**config.mk**
```make
export PLATFORM = sky130hd
export DESIGN_NAME = zr_dm_port_arb
export DESIGN_NICKNAME = d
export VERILOG_FILES = /design/src/rtl/zr_dm_port_arb.sv
export SDC_FILE = /design/constraint.sdc
export NUM_CORES = 1
export LEC_CHECK = 0
export CAP_MARGIN = 20
export CORE_MARGIN = 2
export CORE_UTILIZATION = 38
export CTS_CLUSTER_DIAMETER = 150
export DETAILED_ROUTE_END_ITERATION = 8
export PLACE_DENSITY = 0.87
export SYNTH_ARGS = -nofsm -noshare
export SYNTH_HDL_FRONTEND = slang
export SYNTH_SLANG_ARGS = --single-unit
```
**constraint.sdc**
```tcl
create_clock -name clk -period 3.6 [get_ports clk]
set_input_delay 0.72 -clock clk [delete_from_list [all_inputs] [get_ports clk]]
set_output_delay 0.72 -clock clk [all_outputs]
set_load 0.05 [all_outputs]
```
**src/rtl/zr_dm_port_arb.sv**
```systemverilog
`default_nettype none
// +----------------------------------------------------------------------------+
// | zr_dm_port_arb : round-robin, single-outstanding arbiter that shares the     |
// | debug-module ICB target between core instr/data ports. Optional response  |
// | timeout enabled by `ZR_DM_ARB_TIMEOUT_EN.              Rev 1.0             |
// +----------------------------------------------------------------------------+
module zr_dm_port_arb #(
  parameter int AW      = 12,
  parameter int TIMEOUT = 255
) (
  input  logic          clk,
  input  logic          rst,
  input  logic          instr_req_i,
  input  logic [31:0]   instr_addr_i,
  output logic          instr_gnt_o,
  output logic          instr_rvalid_o,
  output logic [31:0]   instr_rdata_o,
  input  logic          data_req_i,
  input  logic          data_we_i,
  input  logic [3:0]    data_be_i,
  input  logic [31:0]   data_addr_i,
  input  logic [31:0]   data_wdata_i,
  output logic          data_gnt_o,
  output logic          data_rvalid_o,
  output logic [31:0]   data_rdata_o,
  output logic          data_err_o,
  output logic          icb_cmd_valid_o,
  input  logic          icb_cmd_ready_i,
  output logic [AW-1:0] icb_cmd_addr_o,
  output logic          icb_cmd_read_o,
  output logic [31:0]   icb_cmd_wdata_o,
  input  logic          icb_rsp_valid_i,
  output logic          icb_rsp_ready_o,
  input  logic [31:0]   icb_rsp_rdata_i,
  output logic          busy_o
);

  typedef enum logic [1:0] {
    S_IDLE = 2'd0,
    S_CMD  = 2'd1,
    S_RSP  = 2'd2,
    S_DONE = 2'd3
  } state_t;

  state_t          r_state;
  logic            r_last_instr;
  logic            r_port_instr;
  logic            r_read;
  logic            r_err;
  logic [AW-1:0]   r_addr;
  logic [31:0]     r_wdata;
  logic [31:0]     r_rdata;

  logic            w_idle;
  logic            w_gnt_instr;
  logic            w_gnt_data;
  logic            w_sub_wr;
  logic            w_timeout;
  logic            w_done;
  logic            w_unused;

  // Grant is suppressed while rst is high so reset outputs are all zero.
  assign w_idle      = (r_state == S_IDLE) && !rst;
  assign w_gnt_instr = w_idle && instr_req_i && (!data_req_i || !r_last_instr);
  assign w_gnt_data  = w_idle && data_req_i && (!instr_req_i || r_last_instr);
  assign w_sub_wr    = data_we_i && (data_be_i != 4'hF);

`ifdef ZR_DM_ARB_TIMEOUT_EN
  logic [15:0] r_tmo_cnt;

  assign w_timeout = (r_tmo_cnt == 16'(TIMEOUT - 1));
  assign w_unused  = ^{instr_addr_i[31:AW], data_addr_i[31:AW]};

  always_ff @(posedge clk) begin
    if (rst || (r_state != S_RSP)) begin
      r_tmo_cnt <= '0;
    end else begin
      r_tmo_cnt <= r_tmo_cnt + 16'd1;
    end
  end
`else
  assign w_timeout = 1'b0;
  assign w_unused  = (^{instr_addr_i[31:AW], data_addr_i[31:AW]}) ^ (TIMEOUT == 0);
`endif

  always_ff @(posedge clk) begin
    if (rst) begin
      r_state      <= S_IDLE;
      r_last_instr <= 1'b0;
      r_port_instr <= 1'b0;
      r_read       <= 1'b0;
      r_err        <= 1'b0;
      r_addr       <= '0;
      r_wdata      <= '0;
      r_rdata      <= '0;
    end else begin
      case (r_state)
        S_IDLE: begin
          if (w_gnt_instr || w_gnt_data) begin
            r_last_instr <= w_gnt_instr;
            r_port_instr <= w_gnt_instr;
            r_addr       <= w_gnt_instr ? instr_addr_i[AW-1:0] : data_addr_i[AW-1:0];
            r_read       <= w_gnt_instr | ~data_we_i;
            r_wdata      <= w_gnt_instr ? 32'h0 : data_wdata_i;
            r_rdata      <= '0;
            // No byte mask on the ICB: partial writes complete locally with an error.
            if (w_gnt_data && w_sub_wr) begin
              r_err   <= 1'b1;
              r_state <= S_DONE;
            end else begin
              r_err   <= 1'b0;
              r_state <= S_CMD;
            end
          end
        end
        S_CMD: begin
          if (icb_cmd_ready_i) begin
            r_state <= S_RSP;
          end
        end
        S_RSP: begin
          if (icb_rsp_valid_i) begin
            r_rdata <= r_read ? icb_rsp_rdata_i : 32'h0;
            r_err   <= 1'b0;
            r_state <= S_DONE;
          end else if (w_timeout) begin
            r_rdata <= '0;
            r_err   <= 1'b1;
            r_state <= S_DONE;
          end
        end
        S_DONE: begin
          r_state <= S_IDLE;
        end
        default: begin
          r_state <= S_IDLE;
        end
      endcase
    end
  end

  assign w_done          = (r_state == S_DONE);
  assign instr_gnt_o     = w_gnt_instr;
  assign data_gnt_o      = w_gnt_data;
  assign instr_rvalid_o  = w_done && r_port_instr;
  assign instr_rdata_o   = instr_rvalid_o ? r_rdata : 32'h0;
  assign data_rvalid_o   = w_done && !r_port_instr;
  assign data_rdata_o    = data_rvalid_o ? r_rdata : 32'h0;
  assign data_err_o      = data_rvalid_o && r_err;
  assign icb_cmd_valid_o = (r_state == S_CMD);
  assign icb_cmd_addr_o  = r_addr;
  assign icb_cmd_read_o  = r_read;
  assign icb_cmd_wdata_o = r_wdata;
  assign icb_rsp_ready_o = 1'b1;
  assign busy_o          = (r_state != S_IDLE);

endmodule
`default_nettype wire
```
==> results.ini <==
[status]
run_status=complete, no violations

[critical_path]
cp-end-kind=output pin
worstPathArrival_ns=2.60
worst-path-buf-inv=2
critical-path-top-delay-family=buffers and inverters
cp-start-kind=flop
critPathKind=reg -> out
crit_path_top_delay_cell=clkdlybuf4s50_1
crit_path_max_fanout=20
cp.required_ns=2.88
crit_path_cell_trace=ha_1 -> buf_4 -> and3_1 -> clkdlybuf4s50_1
cp_slowest_stage_delay_ns=0.81

[power]
p_clk_share_pct=25.1
leakagePower_nw=2.48
ir_worst_vdd_mv=0.411
seqPwrFrac_pct=33.2
powerDensity_nw_per_um2=492
internal_power_w=0.00194
combPwrFrac_pct=41.6
power.switching_w=0.00124
switching_share_pct=39.1

[floorplanning]
pin_count=256
die_w_um=102
die_area_um2=10300
num_rows=35
coreArea_um2=9240
die_h_um=102
start_util_pct=39.3

[placement]
dp_hpwl_um=8920
gp_congestion=0.817
port-buffer-count=214

[global_route]
grt_max_degree=56
antenna_found_initial=0
global_route.usage.total_pct=22.8
grt_pass1_wl_um=18500
grt-ovfl-total=0
grt_pass1_vias=3766

[layout]
drive_gt1_share_pct=10.3
nets=798
syn2layout_area_growth_pct=77.9
post-route-util_pct=69.8
fillers=710
n_antenna_cell=0

[clocking]
cts_resized=0
clk_pin_slew_worst_paths_ns=0.08
cts.sinks=81
ctsHoldBuffers=0
numCtsBuffers=9
post_cts_buffers=0
cts_buffer_depth=2
cts_tree=done
cts_root_buffer=clkbuf_8
htreeDepth=3
clock_latency_ns=0.34

[sta]
setup_viol=0
slew_headroom_pct=51.3
tightest_slew_ns=0.731
period_share_pct=92.1
fin_crit_ns=3.32
finalHoldViolCount=0
rsz0062_at_grt=no
slew_violations=0
clock.fmax_mhz=302
setup_tns_ns=0
fin_skew_ns=0.00598

[detailed_routing]
drt_iter0_markers=155
ant_nets=0
postRouteWirelength_um=11800
drc=0
wl_per_cell_um=14.9
num_vias=3876
via_per_inst=4.92
firstDrtPassIters=4

[synthesis]
synth.distinct_cells=34
ys.flop_type=dfxtp_1
ys_seq_area_share_pct=44.7
yosys.area.top_type=dfxtp_1
yosysMostFrequentCell=dfxtp_1
netlist_instances=458
ys_warn_count=0
ys_async_sr_fraction_pct=0
yosysTopAreaCellShare_pct=44.7
synth_area_um2=3630
ys_seq_elements=81
synthTopCellsByArea=dfxtp_1 (45%), nand2b_1 (6.4%), and2_1 (5.9%)
synth_common_cells=dfxtp_1 (81), nor2_1 (51), nand2_1 (41)
synth_edf_count=0
syn_avg_cell_area_um2=7.92
syn-num-nets=602

[hold_path]
hold_class=reg -> reg

[job]
cap_violations=0

[power by group through the flow]
stage | combinational (W) | sequential (W) | clock [W]
floorplan | 0.000625 | 0.00129 | 0
global placement | 0.00128 | 0.00107 | 0
detailed placement | 0.00132 | 0.00108 | 0
CTS | 0.00133 | 0.00106 | 0.000819
global route | 0.00142 | 0.00107 | 0.000855
finish | 0.00132 | 0.00106 | 0.000798
[cell usage in the layout (no fill, tap or decap), types with 2 or more instances in the layout]
cell	count
nand3_1	33
o21ai_0	34
nor4_1	12
buf_4	9
clkdlybuf4s50_1	177
nand2_1	41
bufinv_16	3
a22oi_1	12
ha_1	5
and2_1	34
and3_1	32
buf_12	37
a21oi_1	21
buf_2	2
nor2_1	51
dfxtp_1	81
inv_1	6
clkbuf_8	10
nand4_1	3
nand2b_1	37
[registers in the layout (all words and copies together), names as in the netlist]
| register | cells |
|---|---|
| r_rdata | 32 |
| r_port_instr | 1 |
| icb_cmd_read_o | 1 |
| r_err | 1 |
| r_state | 2 |
| icb_cmd_wdata_o | 32 |
| icb_cmd_addr_o | 12 |
[worst reg2reg max path: stages, from the launching register on]
cell and delay, ns:
dfxtp_1 0.35, inv_1 0.12, ha_1 0.32, nor2b_4 0.22
nand3_1 0.10, buf_4 0.21, nand2b_1 0.54, a21oi_1 0.11
[logic make-up (layout without fill, tap and decap cells)]
logic type	after synthesis	count (layout)	synth area share, %
AOI/OAI and AO/OA	74	74	11.6
adders and majority gates	5	5	1.72
buffers and inverters	47	248	5.79
DFF	81	81	44.7
muxes	1	1	0.276
other	1	1	0.103
and+or+nand+nor	249	249	35.8
[stage by stage]
| step | cells | hold WS (ns) | instance area (µm²) | total power, W | setup WS [ns] |
|---|---|---|---|---|---|
| floorplan | 458 | 0.445 | 3630 | 0.00192 | 0.897 |
| global placement | 771 | 0.442 | 6200 | 0.00235 | 0.727 |
| detailed placement | 772 | 0.449 | 6210 | 0.00240 | 0.651 |
| CTS | 788 | 0.460 | 6450 | 0.00320 | 0.265 |
| global route | 788 | 0.484 | 6450 | 0.00335 | 0.149 |
| finish | 788 | 0.459 | 6450 | 0.00318 | 0.285 |
[worst paths after layout]
path	startpoint	to	slack, ns	depth (start not counted)
worst max-delay path	r_state[0]	instr_rdata_o[3]	0.28	4
worst min-delay path	icb_cmd_wdata_o[2]	icb_cmd_wdata_o[2]	0.46	2
worst min register to register	icb_cmd_wdata_o[2]	icb_cmd_wdata_o[2]	0.46	2
worst max register to register	r_state[0]	icb_cmd_wdata_o[18]	1.49	7
[cell type report]
class / instances / area, µm² / area share, %
repair buffers: 225 / 2590 / 40.1
inverters: 7 / 26.3 / 0.407
clock inverters: 5 / 103 / 1.59
clock buffers: 11 / 141 / 2.19
multi-input cells: 330 / 1810 / 28.0
flip-flops and latches: 81 / 1620 / 25.1
well taps: 129 / 161 / 2.50
[layer usage]
metal	wire length (µm)	GRT usage, %	share of wire, %	up-vias
li1	-	-	-	1929
met1	4700	26.1	40	1752
met2	5720	38.5	49	172
met3	1020	8.14	8.6	23
met4	318	9.25	2.7	0
met5	0	0	0	-
Power figures use the tool's default switching activity.
